$ cat config.mk
export PLATFORM = sky130hd
export DESIGN_NAME = prog_loader
export DESIGN_NICKNAME = d
export VERILOG_FILES = /design/src/rtl/prog_loader.sv
export SDC_FILE = /design/constraint.sdc
export NUM_CORES = 1
export LEC_CHECK = 0
export ABC_AREA = 1
export CAP_MARGIN = 20
export CORE_ASPECT_RATIO = 1.5
export CORE_MARGIN = 2
export CORE_UTILIZATION = 52
export DETAILED_ROUTE_END_ITERATION = 10
export GPL_TIMING_DRIVEN = 0
export PLACE_DENSITY = 0.86
export SLEW_MARGIN = 20
export SYNTH_ARGS = -nofsm -noshare
export SYNTH_HDL_FRONTEND = slang
export SYNTH_SLANG_ARGS = --single-unit
$ cat constraint.sdc
create_clock -name Clock -period 1.5 [get_ports Clock]
set_input_delay 0.225 -clock Clock [delete_from_list [all_inputs] [get_ports Clock]]
set_output_delay 0.225 -clock Clock [all_outputs]
set_load 0.05 [all_outputs]
$ cat src/rtl/prog_loader.sv
// Byte-stream program loader: parses HEADER/LEN/DATA/CSUM frames into a 256x8
// program memory and holds the core while a frame is in flight.
module prog_loader #(
    parameter logic [7:0] HEADER  = 8'hA5,
    parameter int         TIMEOUT = 1000
) (
    input  logic       Clock,
    input  logic       nReset,
    input  logic [7:0] rx_data,
    input  logic       rx_valid,
    output logic       rx_ready,
    output logic       mem_we,
    output logic [7:0] mem_addr,
    output logic [7:0] mem_wdata,
    output logic       hold,
    output logic       done,
    output logic       error
);

    localparam int IW = $clog2(TIMEOUT + 1);

    localparam logic [1:0] S_IDLE = 2'd0;
    localparam logic [1:0] S_LEN  = 2'd1;
    localparam logic [1:0] S_DATA = 2'd2;
    localparam logic [1:0] S_CSUM = 2'd3;

    logic [1:0]    r_state;
    logic          r_ready;
    logic          r_we;
    logic [7:0]    r_memAddr;
    logic [7:0]    r_memWdata;
    logic          r_hold;
    logic          r_done;
    logic          r_error;
    logic [7:0]    r_wrAddr;
    logic [8:0]    r_remaining;
    logic [7:0]    r_csum;
    logic [IW-1:0] r_idle;

    logic w_xfer;
    logic w_timeout;

    assign w_xfer    = rx_valid && r_ready;
    assign w_timeout = (r_state != S_IDLE) && !w_xfer && (r_idle == IW'(TIMEOUT - 1));

    // Remaining count is 9 bits so that a length byte of 0 can stand for 256.
    always_ff @(posedge Clock or negedge nReset) begin
        if (!nReset) begin
            r_state     <= S_IDLE;
            r_ready     <= 1'b0;
            r_we        <= 1'b0;
            r_memAddr   <= 8'd0;
            r_memWdata  <= 8'd0;
            r_hold      <= 1'b0;
            r_done      <= 1'b0;
            r_error     <= 1'b0;
            r_wrAddr    <= 8'd0;
            r_remaining <= 9'd0;
            r_csum      <= 8'd0;
            r_idle      <= '0;
        end else begin
            r_ready <= 1'b1;
            r_we    <= 1'b0;

            if (r_state == S_IDLE || w_xfer) begin
                r_idle <= '0;
            end else begin
                r_idle <= r_idle + IW'(1);
            end

            if (w_timeout) begin
                r_error <= 1'b1;
                r_hold  <= 1'b0;
                r_state <= S_IDLE;
            end else if (w_xfer) begin
                case (r_state)
                    S_IDLE: begin
                        if (rx_data == HEADER) begin
                            r_state  <= S_LEN;
                            r_hold   <= 1'b1;
                            r_done   <= 1'b0;
                            r_error  <= 1'b0;
                            r_csum   <= 8'd0;
                            r_wrAddr <= 8'd0;
                        end
                    end
                    S_LEN: begin
                        r_remaining <= (rx_data == 8'd0) ? 9'd256 : {1'b0, rx_data};
                        r_state     <= S_DATA;
                    end
                    S_DATA: begin
                        r_we        <= 1'b1;
                        r_memAddr   <= r_wrAddr;
                        r_memWdata  <= rx_data;
                        r_wrAddr    <= r_wrAddr + 8'd1;
                        r_csum      <= r_csum + rx_data;
                        r_remaining <= r_remaining - 9'd1;
                        if (r_remaining == 9'd1) begin
                            r_state <= S_CSUM;
                        end
                    end
                    S_CSUM: begin
                        if (rx_data == r_csum) begin
                            r_done <= 1'b1;
                        end else begin
                            r_error <= 1'b1;
                        end
                        r_hold  <= 1'b0;
                        r_state <= S_IDLE;
                    end
                    default: r_state <= S_IDLE;
                endcase
            end
        end
    end

    assign rx_ready  = r_ready;
    assign mem_we    = r_we;
    assign mem_addr  = r_memAddr;
    assign mem_wdata = r_memWdata;
    assign hold      = r_hold;
    assign done      = r_done;
    assign error     = r_error;

endmodule

==> results of run 1 <==
-- state kept, by name, indices dropped and copies added (netlist names) --
register and count:
mem_wdata 8, error 1, r_state 2, r_remaining 9
r_csum 8, r_idle 10, rx_ready 1, mem_addr 8
hold 1, done 1, r_wrAddr 8, mem_we 1
-- cells in the final DEF, fill, tap and decap left out, types with 10 or more instances in the layout --
cell / n
a21oi_1: 15
buf_4: 19
clkbuf_8: 10
dfrtp_1: 56
dlygate4sd2_1: 14
inv_1: 37
inv_2: 11
nand2_1: 121
nand2_2: 12
nand3_1: 32
nor2_1: 25
o21ai_0: 20
o21ai_1: 13
-- critical path, cell delays in order, from the launching register on --
cell and delay [ns]:
dfrtp_1 0.41, ha_1 0.30, nor2_1 0.09, and2_1 0.16
nand3_1 0.13, nand2_1 0.11, nand3_1 0.10, nand2_1 0.09
o21ai_1 0.08
-- per-stage QoR --
step | utilization [%] | setup slack [ns] | TNS, ns
3_3_place_gp | 59.9 | -1.87 | -107.65
2_1_floorplan | - | 0.00982 | 0
3_5_place_dp | 60.1 | -0.543 | -12.31
6_report | 69.6 | -0.0871 | -0.392
4_1_cts | 66.2 | 0.00552 | 0
5_1_grt | 69.6 | -0.127 | -1.73
-- synthesized netlist by cell type --
library cell	number	share of area (%)
a21boi_0	1	0.23
a21oi_1	16	2.5
and2_1	1	0.19
buf_12	1	0.62
buf_2	3	0.46
buf_4	1	0.23
clkbuf_1	2	0.23
conb_1	1	0.12
dfrtp_1	58	45
fa_1	1	0.62
ha_1	14	5.4
inv_1	44	5.1
inv_2	7	0.81
inv_4	1	0.19
nand2_1	133	15
nand2_2	5	0.97
nand2_4	2	0.70
nand3_1	33	5.1
nand3_2	2	0.62
nand3b_4	1	0.62
nand4_1	5	0.97
nor2_1	29	3.4
nor2_2	1	0.19
nor2_4	3	1.0
nor3_1	6	0.93
o21ai_0	30	4.6
o21ai_1	4	0.62
o21ai_2	3	0.81
o21bai_1	2	0.46
o22ai_1	1	0.19
or2_2	1	0.19
xnor2_1	2	0.54
xor2_1	4	1.1
-- final timing paths --
check                      depth (start not counted)                  endpoint                    start  slack (ns)
setup / recovery                                   8          done$_DFFE_PN0P_    r_csum[1]$_DFFE_PN0P_       -0.09
hold / removal                                     3  mem_wdata[4]$_DFFE_PN0P_               rx_data[4]        0.28
setup reg to reg                                   8          done$_DFFE_PN0P_    r_csum[1]$_DFFE_PN0P_       -0.09
hold reg to reg                                    2   mem_addr[1]$_DFFE_PN0P_  mem_addr[1]$_DFFE_PN0P_        0.47
max in group asynchronous                          3   mem_addr[0]$_DFFE_PN0P_                   nReset        0.68
min in group asynchronous                          2       r_idle[7]$_DFF_PN0_                   nReset        0.32
-- timing repair --
action / CTS / global route
gates resized for setup: 46 / 64
hold buffers: 1 / 0
cloned: 1 / 1
setup buffers: 9 / 9
endpoints found under the hold margin: 26 / 0
pin swaps: 9 / 15
endpoints found under the setup margin: 66 / 57
-- layout make-up --
cell class                      instances  area [um^2]
Inverter                               52          208
Tap cell                               74         92.6
Multi-Input combinational cell        301         1720
Buffer                                  6         56.3
Clock inverter                          6         66.3
Sequential cell                        58         1450
Timing Repair Buffer                   53          497
Clock buffer                           10          138
Fill cell                             439         1850
-- logic make-up (layout without fill, tap and decap cells) --
group	Yosys count	in the layout	synth area share, %
fa+ha+maj	15	15	6.03
xor+xnor	6	6	1.62
flops	58	58	44.8
buf+inv	59	127	7.65
other cells	1	1	0.116
compound gates	57	57	9.43
simple gates	222	222	30.3
-- report_power, final --
group	leakage (nW)	switching, mW	total [mW]	internal (mW)
clock	0.0945	0.706	1.52	0.811
combinational	1.31	2.35	3.71	1.36
sequential	0.764	0.398	2.42	2.02
-- routing by layer --
metal  global-route usage, %  vias to the layer above  share of wire, %
met4                    10.9                        0               2.6
met1                    30.8                     1498                39
met5                       0                        -                 0
met2                    40.4                      123                53
li1                        -                     1459                 -
met3                    5.36                       21               5.3
==> qor.txt, run 1 <==
Worst-Skew Late Latency -> 0.35 ns
Yosys warns -> 0
Mean Syn Cell Area -> 7.74 um^2
Min cycle time layout -> 1.59 ns
Vias in the first global route -> 2800
Global-route wire length before repair -> 12.8 mm
Syn Inst Count -> 418
GPL Wtd Cong -> 0.933
Synth cell types -> 33
Avg WL per Cell -> 15.4 um
Post-Syn Nets -> 444
Final period util -> 106%
Sequential element share of the synthesized area -> 44.8%
Placeable core area -> 0.00609 mm^2
Highest clock rate -> 630 MHz
Finished Cell Area -> 0.00423 mm^2
Run status -> finished with violations
Leak -> 2.17 nW
HPWL Detailed -> 5.31 mm
DRT Pass-1 Iters -> 5
PnR worst setup slack -> -0.0871 ns
Slew @ Worst Pin -> 0.509 ns
Layout area overhead -> 30.8%
Placed inst area -> 0.00366 mm^2
Worst hold path class -> in2reg
CTS Sinks -> 58
Total power -> 7.65 mW
Fin. Hold Viols -> 0
Crit path DAT -> 1.82 ns
CTS tree -> yes
Worst endpoint required time -> 1.73 ns
Root buffer cell -> clkbuf_8
Clock tree buffer depth -> 2
Post-Layout Cell Count -> 560
Relative slew slack -> 66.2%
Clock-pin slew on the worst setup and hold paths -> 0.07 ns
Crit-path max FO -> 2
Routed WL -> 8.64 mm
Number of vias per cell -> 5.54
Via Count -> 3101
DIE AREA -> 0.00689 mm^2
Starting DRT DRC Count -> 209
Setup crit end kind -> flip-flop
Pwr dens -> 1810 mW/mm^2
Final setup vio count -> 11
Total grt overflow -> 0
GR Util All Layers -> 24.8%
Max-cap violations -> 0
Die W -> 68.4 um
Synthesis-stage register bit count -> 58
Startpoint Class -> flip-flop
# H-tree levels -> 3
VDD IR-drop max -> 866 uV
Max Slew Vio Count -> 0
Detail Route Antenna Nets -> 0
Num CTS Buffers -> 9
DP Cell Count -> 524
Largest net degree at the start of global routing -> 33
Buffers on Ports -> 31
RSZ-0062 raised after global routing -> true
Mapped cell area -> 0.00324 mm^2
Layout cells sized above 1 -> 22.8%
Initial Util -> 53.2%
NumNets Final -> 507
Violated checks -> negative setup slack
# rows -> 35
WHS -> 0.278 ns
WS Path Type -> reg2reg
Boundary Pins -> 32
Diode count -> 0
Initial antenna violation count -> 0
DRC Markers -> 0
Die Span Y -> 101 um
Skew final -> 0.00791 ns
Power figures use the tool's default switching activity.
==> inputs of run 2 (changes only) <==
--- a/config.mk
+++ b/config.mk
@@ -9,11 +9,12 @@
 export CAP_MARGIN = 20
 export CORE_ASPECT_RATIO = 1.5
 export CORE_MARGIN = 2
-export CORE_UTILIZATION = 52
+export CORE_UTILIZATION = 55
 export DETAILED_ROUTE_END_ITERATION = 10
 export GPL_TIMING_DRIVEN = 0
+export HOLD_SLACK_MARGIN = 0.08
 export PLACE_DENSITY = 0.86
-export SLEW_MARGIN = 20
+export SLEW_MARGIN = 0
 export SYNTH_ARGS = -nofsm -noshare
 export SYNTH_HDL_FRONTEND = slang
 export SYNTH_SLANG_ARGS = --single-unit
==> constraint.sdc (replaced) <==
create_clock -name Clock -period 2.01 [get_ports Clock]
set_input_delay 0.3015 -clock Clock [delete_from_list [all_inputs] [get_ports Clock]]
set_output_delay 0.3015 -clock Clock [all_outputs]
set_load 0.05 [all_outputs]
==> run 2 against run 1 <==
The run now ends clean. Core utilization fell by 2.3 points. Sequential share of layout area rose by 3.2 points. Setup slack improved by 0.24 ns. Die area fell by 5.2%. Critical path type is now reg2out. Critical endpoint is now rx_ready. Largest cell class unchanged. Highest routed layer unchanged.
==> qor.txt, run 2 (synthesized netlist as in run 1, its figures left out) <==
Layout fillers -> 468 (was 439)
Clock tree buffer depth -> 2 (unchanged)
R2R Path End -> mem_wdata[3]$_DFFE_PN0P_ (was done$_DFFE_PN0P_)
Number of vias per cell -> 5.31 (was 5.54)
CP endpoint -> rx_ready (was done$_DFFE_PN0P_)
Initial antenna violation count -> 0 (unchanged)
Slew @ Worst Pin -> 0.504 ns (was 0.509 ns)
Largest incremental delay on the critical path -> 0.81 ns (was 0.41 ns)
Global-route wire length before repair -> 12.9 mm (was 12.8 mm)
DP Cell Count -> 522 (was 524)
DRT Pass-1 Iters -> 5 (unchanged)
Die Span Y -> 98.0 um (was 101 um)
Skew final -> 0.00498 ns (was 0.00791 ns)
CTS Sinks -> 58 (unchanged)
Post-Layout Cell Count -> 539 (was 560)
Vias in the first global route -> 2880 (was 2800)
WS Path Type -> reg2out (was reg2reg)
CP startpoint -> rx_ready$_DFF_PN0_ (was r_csum[1]$_DFFE_PN0P_)
Root buffer cell -> clkbuf_8 (unchanged)
Reg2Reg Setup Slack -> 0.22 ns (was -0.09 ns)
Relative slew slack -> 66.3% (was 66.2%)
Diode count -> 0 (unchanged)
Crit-path cells -> clkdlybuf4s50_1 (was ha_1 -> nor2_1 -> and2_1 -> nand3_1 -> nand2_1 -> nand3_1 -> nand2_1 -> o21ai_1)
Final core occ -> 67.3% (was 69.6%)
GPL Wtd Cong -> 0.890 (was 0.933)
Final period util -> 92.3%
Clock-pin slew on the worst setup and hold paths -> 0.07 ns (about the same)
Crit-path max FO -> 2 (unchanged)
Largest net degree at the start of global routing -> 41 (was 33)
Die W -> 66.6 um (was 68.4 um)
Worst endpoint required time -> 1.71 ns (was 1.73 ns)
Largest register by flop count -> r_idle (unchanged)
GR Util All Layers -> 26.1% (was 24.8%)
DIE AREA -> 0.00653 mm^2 (was 0.00689 mm^2)
CP Buf/Inv Count -> 1 (was 0)
Avg WL per Cell -> 13.8 um (was 15.4 um)
Post-CTS sizing -> 0 (was 46)
Cell depth of the worst flop-to-flop path -> 8 (unchanged)
Post-CTS setup buffer count -> 0 (was 9)
Via Count -> 2861 (was 3101)
# H-tree levels -> 3 (unchanged)
CP top delay family -> buffers and inverters (was simple AND/OR/NAND/NOR gates)
Leak -> 1.95 nW (was 2.17 nW)
Max reg flops -> 10 (unchanged)
# rows -> 34 (was 35)
Detail Route Antenna Nets -> 0 (unchanged)
Worst-Skew Late Latency -> 0.36 ns (was 0.35 ns)
Crit path DAT -> 1.55 ns (was 1.82 ns)
WHS -> 0.425 ns (was 0.278 ns)
Placeable core area -> 0.00574 mm^2 (was 0.00609 mm^2)
Finished Cell Area -> 0.00386 mm^2 (was 0.00423 mm^2)
Min cycle time layout -> 1.85 ns
VDD IR-drop max -> 968 uV (was 866 uV)
Pwr dens -> 1350 mW/mm^2 (was 1810 mW/mm^2)
Startpoint Class -> flip-flop (unchanged)
Total grt overflow -> 0 (unchanged)
Layout area overhead -> 19.4% (was 30.8%)
Initial Util -> 56.4% (was 53.2%)
Worst path depth -> 1 (was 8)
Placed inst area -> 0.00365 mm^2 (was 0.00366 mm^2)
Routed WL -> 7.43 mm (was 8.64 mm)
Setup crit end kind -> output pin (was flip-flop)
Layout cells sized above 1 -> 10.5% (was 22.8%)
R2R Path Start -> r_state[0]$_DFFE_PN0P_ (was r_csum[1]$_DFFE_PN0P_)
Starting DRT DRC Count -> 163 (was 209)
Highest clock rate -> 539 MHz
Num CTS Buffers -> 9 (unchanged)
CTS tree -> yes (unchanged)
Total power -> 5.23 mW (was 7.65 mW)
Buffers on Ports -> 31 (unchanged)
Fin. Hold Viols -> 0 (unchanged)
RSZ-0062 raised after global routing -> false (was true)
NumNets Final -> 488 (was 507)
Most frequent cells in the layout -> nand2_1 (133), dfrtp_1 (58), inv_1 (44) (was nand2_1 (121), dfrtp_1 (56), inv_1 (37))
DRC Markers -> 0 (unchanged)
Max Slew Vio Count -> 0 (unchanged)
Slowest stage cell, crit path -> clkdlybuf4s50_1 (was dfrtp_1)
Run status -> completed (was finished with violations)
Worst hold path class -> in2async (was in2reg)
Largest regs -> r_idle: 10 flops, r_remaining: 9 flops (unchanged)
Final setup vio count -> 0 (was 11)
Boundary Pins -> 32 (unchanged)
# hold bufs at CTS -> 1 (unchanged)
HPWL Detailed -> 5.50 mm (was 5.31 mm)
Most common cell after layout, fill and taps aside -> nand2_1 (unchanged)
Max-cap violations -> 0 (unchanged)
run 2: cell count changes in the layout (fill, tap and decap cells not counted), moves of 8 or more:
cell             before  now
nand2_1             121  133
ha_1                  5   14
o21ai_1              13    4
o21ai_0              20   30
buf_4                19    1
ha_4                  8    0
clkdlybuf4s50_1       3   30
dlygate4sd2_1        14    0
run 2: final cells by class:
type                    count  area [um^2]  area share [%]
multi-input cells         301         1540            39.8
clock inverters             7         77.6            2.01
flip-flops and latches     58         1450            37.6
repair buffers             33          335            8.68
inverters                  52          198            5.12
plain buffers               7         50.0            1.30
clock buffers               9          124            3.21
well taps                  72         90.1            2.33
run 2: power breakdown:
part / switching, mW / internal [mW] / total [mW] / leakage [nW]
clock: 0.527 / 0.579 / 1.11 / 0.0885
sequential: 0.265 / 1.51 / 1.77 / 0.766
combinational: 1.55 / 0.797 / 2.35 / 1.09
run 2: per-layer routing:
metal	share of wire [%]	global-route usage, %	wire, um	vias up
li1	-	-	-	1416
met1	40	29.3	2950	1353
met2	53	44.6	3950	73
met3	4.2	6.91	315	19
met4	3.1	12.7	228	0
met5	0	0	0	-
run 2: worst min path at each step:
stage	startpoint	to	depth (start not counted)
CTS	nReset	mem_wdata[6]$_DFFE_PN0P_	2
floorplan	nReset	done$_DFFE_PN0P_	0
global placement	r_idle[0]$_DFF_PN0_	r_idle[0]$_DFF_PN0_	1
detailed placement	nReset	r_remaining[6]$_DFFE_PN0P_	1
finish	nReset	r_remaining[6]$_DFFE_PN0P_	2
global route	nReset	mem_wdata[6]$_DFFE_PN0P_	2
run 2: metrics by stage:
step           setup slack, ns  TNS, ns
6_report                 0.156        0
4_1_cts                  0.140        0
5_1_grt                 0.0949        0
2_1_floorplan            0.443        0
3_3_place_gp             -1.18   -68.26
3_5_place_dp           -0.0400  -0.0556
==> inputs of run 3 (changes only) <==
--- a/config.mk
+++ b/config.mk
@@ -8,12 +8,12 @@
 export ABC_AREA = 1
 export CAP_MARGIN = 20
 export CORE_ASPECT_RATIO = 1.5
-export CORE_MARGIN = 2
 export CORE_UTILIZATION = 55
 export DETAILED_ROUTE_END_ITERATION = 10
 export GPL_TIMING_DRIVEN = 0
 export HOLD_SLACK_MARGIN = 0.08
 export PLACE_DENSITY = 0.86
+export REMOVE_ABC_BUFFERS = 1
 export SLEW_MARGIN = 0
 export SYNTH_ARGS = -nofsm -noshare
 export SYNTH_HDL_FRONTEND = slang
==> run 3 against run 2 <==
Global-route usage about the same. Design area decreased by 0.19%. Die area decreased by 5.0%. Total power grew 3.2%. Core utilization is 1.9 points higher. Flip-flop and latch count unchanged. Via count grew 0.10%. Sequential share of layout area is 0.073 points higher. Clock-buffer cell count increased by 2. Largest cell class unchanged.
==> qor.txt, run 3 (synthesized netlist as in run 1, its figures left out) <==
Run status -> completed (unchanged)
Placeable core area -> 0.00557 mm^2 (was 0.00574 mm^2)
Root buffer cell -> clkbuf_8 (unchanged)
Clock Power Share -> 23.9% (was 21.2%)
Fin. Hold Viols -> 0 (unchanged)
Worst Hold End -> r_idle[0]$_DFF_PN0_
Highest clock rate -> 532 MHz (was 539 MHz)
Via Count -> 2864 (was 2861)
Net Switching -> 2.28 mW (was 2.34 mW)
Largest register by flop count -> r_idle (unchanged)
Seq pwr share -> 32.6% (was 33.9%)
Die Span Y -> 96.0 um (was 98.0 um)
Comb pwr share -> 43.4% (was 44.9%)
P_int -> 3.11 mW (was 2.88 mW)
Cell depth of the worst flop-to-flop path -> 8 (unchanged)
Total negative slack -> 0 ns (unchanged)
HPWL Detailed -> 5.16 mm (was 5.50 mm)
Total grt overflow -> 0 (unchanged)
Clock-pin slew on the worst setup and hold paths -> 0.07 ns (about the same)
Largest incremental delay on the critical path -> 0.40 ns (was 0.81 ns)
Worst path depth -> 8 (was 1)
Pwr dens -> 1400 mW/mm^2 (was 1350 mW/mm^2)
Layout fillers -> 440 (was 468)
Boundary Pins -> 32 (unchanged)
RSZ-0062 raised after global routing -> false (unchanged)
Largest net degree at the start of global routing -> 38 (was 41)
Final period util -> 93.5% (was 92.3%)
CTS Sinks -> 58 (unchanged)
GR Util All Layers -> 26.0% (was 26.1%)
CP Buf/Inv Count -> 3 (was 1)
Final setup vio count -> 0 (unchanged)
Global-route wire length before repair -> 12.2 mm (was 12.9 mm)
Worst-Skew Late Latency -> 0.34 ns (was 0.36 ns)
CP top delay family -> simple AND/OR/NAND/NOR gates (was buffers and inverters)
PnR worst setup slack -> 0.132 ns (was 0.156 ns)
# H-tree levels -> 3 (unchanged)
Buffers on Ports -> 31 (unchanged)
Max Slew Vio Count -> 0 (unchanged)
Slowest stage cell, crit path -> dfrtp_1 (was clkdlybuf4s50_1)
Diode count -> 0 (unchanged)
Post-CTS setup buffer count -> 0 (unchanged)
GPL Wtd Cong -> 0.919 (was 0.890)
DRT Pass-1 Iters -> 5 (unchanged)
Max-cap violations -> 0 (unchanged)
Crit path DAT -> 2.15 ns (was 1.55 ns)
Number of vias per cell -> 5.40 (was 5.31)
Slew @ Worst Pin -> 0.532 ns (was 0.504 ns)
Max reg flops -> 10 (unchanged)
WHS Path Cells -> 1
Setup crit end kind -> flip-flop (was output pin)
CTS tree -> yes (unchanged)
Starting DRT DRC Count -> 201 (was 163)
Worst slack at placement -> -0.239 ns (was -0.0400 ns)
Largest regs -> r_idle: 10 flops, r_remaining: 9 flops (unchanged)
Detail Route Antenna Nets -> 0 (unchanged)
Final core occ -> 69.2% (was 67.3%)
Worst endpoint required time -> 2.28 ns (was 1.71 ns)
R2R Path End -> r_csum[5]$_DFFE_PN0P_ (was mem_wdata[3]$_DFFE_PN0P_)
DRC Markers -> 0 (unchanged)
Most frequent cells in the layout -> nand2_1 (133), dfrtp_1 (58), inv_1 (44) (unchanged)
Routed WL -> 7.08 mm (was 7.43 mm)
Clock tree buffer depth -> 2 (unchanged)
Avg WL per Cell -> 13.4 um (was 13.8 um)
Crit-path cells -> inv_1 -> ha_4 -> inv_2 -> nor2_4 -> nand2_1 -> inv_2 -> nand2_1 -> o21ai_1 (was clkdlybuf4s50_1)
Layout cells sized above 1 -> 9.35% (was 10.5%)
Die W -> 64.6 um (was 66.6 um)
Hold Crit Start -> r_idle[0]$_DFF_PN0_
Vias in the first global route -> 2849 (was 2880)
Crit-path max FO -> 19 (was 2)
Layout area overhead -> 19.1% (was 19.4%)
R2R Path Start -> r_state[0]$_DFFE_PN0P_ (unchanged)
Initial antenna violation count -> 0 (unchanged)
Skew final -> 0.0107 ns (was 0.00498 ns)
Leak -> 1.95 nW (about the same)
DIE AREA -> 0.00620 mm^2 (was 0.00653 mm^2)
Most common cell after layout, fill and taps aside -> nand2_1 (unchanged)
Relative slew slack -> 64.5% (was 66.3%)
WS Path Type -> reg2reg (was reg2out)
Startpoint Class -> flip-flop (unchanged)
VDD IR-drop max -> 550 uV (was 968 uV)
Min cycle time layout -> 1.88 ns (was 1.85 ns)
Sw Ratio -> 42.4% (was 44.8%)
NumNets Final -> 481 (was 488)
Initial Util -> 58.1% (was 56.4%)
WHS -> 0.464 ns (was 0.425 ns)
Reg2Reg Setup Slack -> 0.13 ns (was 0.22 ns)
Num CTS Buffers -> 9 (unchanged)
# rows -> 33 (was 34)
Worst hold path class -> reg2reg (was in2async)
==> run 3: worst max-delay path by stage <==
stage                     slack [ns]                    from                 endpoint
final                           0.13  r_state[0]$_DFFE_PN0P_    r_csum[5]$_DFFE_PN0P_
after global routing            0.03  r_state[0]$_DFFE_PN0P_    r_csum[5]$_DFFE_PN0P_
after CTS                       0.15  r_state[0]$_DFFE_PN0P_    r_csum[5]$_DFFE_PN0P_
after detailed placement       -0.24  r_state[0]$_DFFE_PN0P_    r_csum[5]$_DFFE_PN0P_
after global placement         -1.14                  nReset  mem_addr[1]$_DFFE_PN0P_
after floorplan                 0.34  r_state[0]$_DFFE_PN0P_  mem_addr[0]$_DFFE_PN0P_
==> run 3: area by class of cell <==
class | count | area [um^2] | share of cell area, %
Tap cell | 70 | 87.6 | 2.27
Multi-Input combinational cell | 301 | 1550 | 40.2
Clock inverter | 5 | 103 | 2.66
Sequential cell | 58 | 1450 | 37.6
Timing Repair Buffer | 33 | 335 | 8.70
Inverter | 52 | 198 | 5.13
Clock buffer | 11 | 131 | 3.41
==> run 3: repair_timing <==
item,in CTS,in global routing
endpoints found under the hold margin,21,0
resized for setup,2,0
hold buffers,1,0
endpoints found under the setup margin,31,0
==> run 3: layer usage <==
| metal | vias up | track usage [%] | routed length, um |
|---|---|---|---|
| li1 | 1403 | - | - |
| met1 | 1372 | 29.0 | 2860 |
| met2 | 73 | 45.8 | 3760 |
| met3 | 16 | 6.40 | 284 |
| met4 | 0 | 13.3 | 182 |
| met5 | - | 0 | 0 |
==> run 3: power groups by stage <==
stage / combinational [mW] / clock (mW) / sequential (mW)
floorplan: 1.18 / 0 / 2.20
global placement: 2.21 / 0 / 1.75
detailed placement: 2.29 / 0 / 1.77
CTS: 2.34 / 1.29 / 1.76
global route: 2.60 / 1.36 / 1.80
finish: 2.34 / 1.29 / 1.76
==> run 3: per-stage QoR <==
| step | power [mW] | instances | instance area (um^2) |
|---|---|---|---|
| 4_1_cts | 5.39 | 530 | 3860 |
| 6_report | 5.39 | 530 | 3860 |
| 3_5_place_dp | 4.06 | 513 | 3600 |
| 5_1_grt | 5.75 | 530 | 3860 |
| 2_1_floorplan | 3.39 | 411 | 3190 |
| 3_3_place_gp | 3.96 | 512 | 3580 |
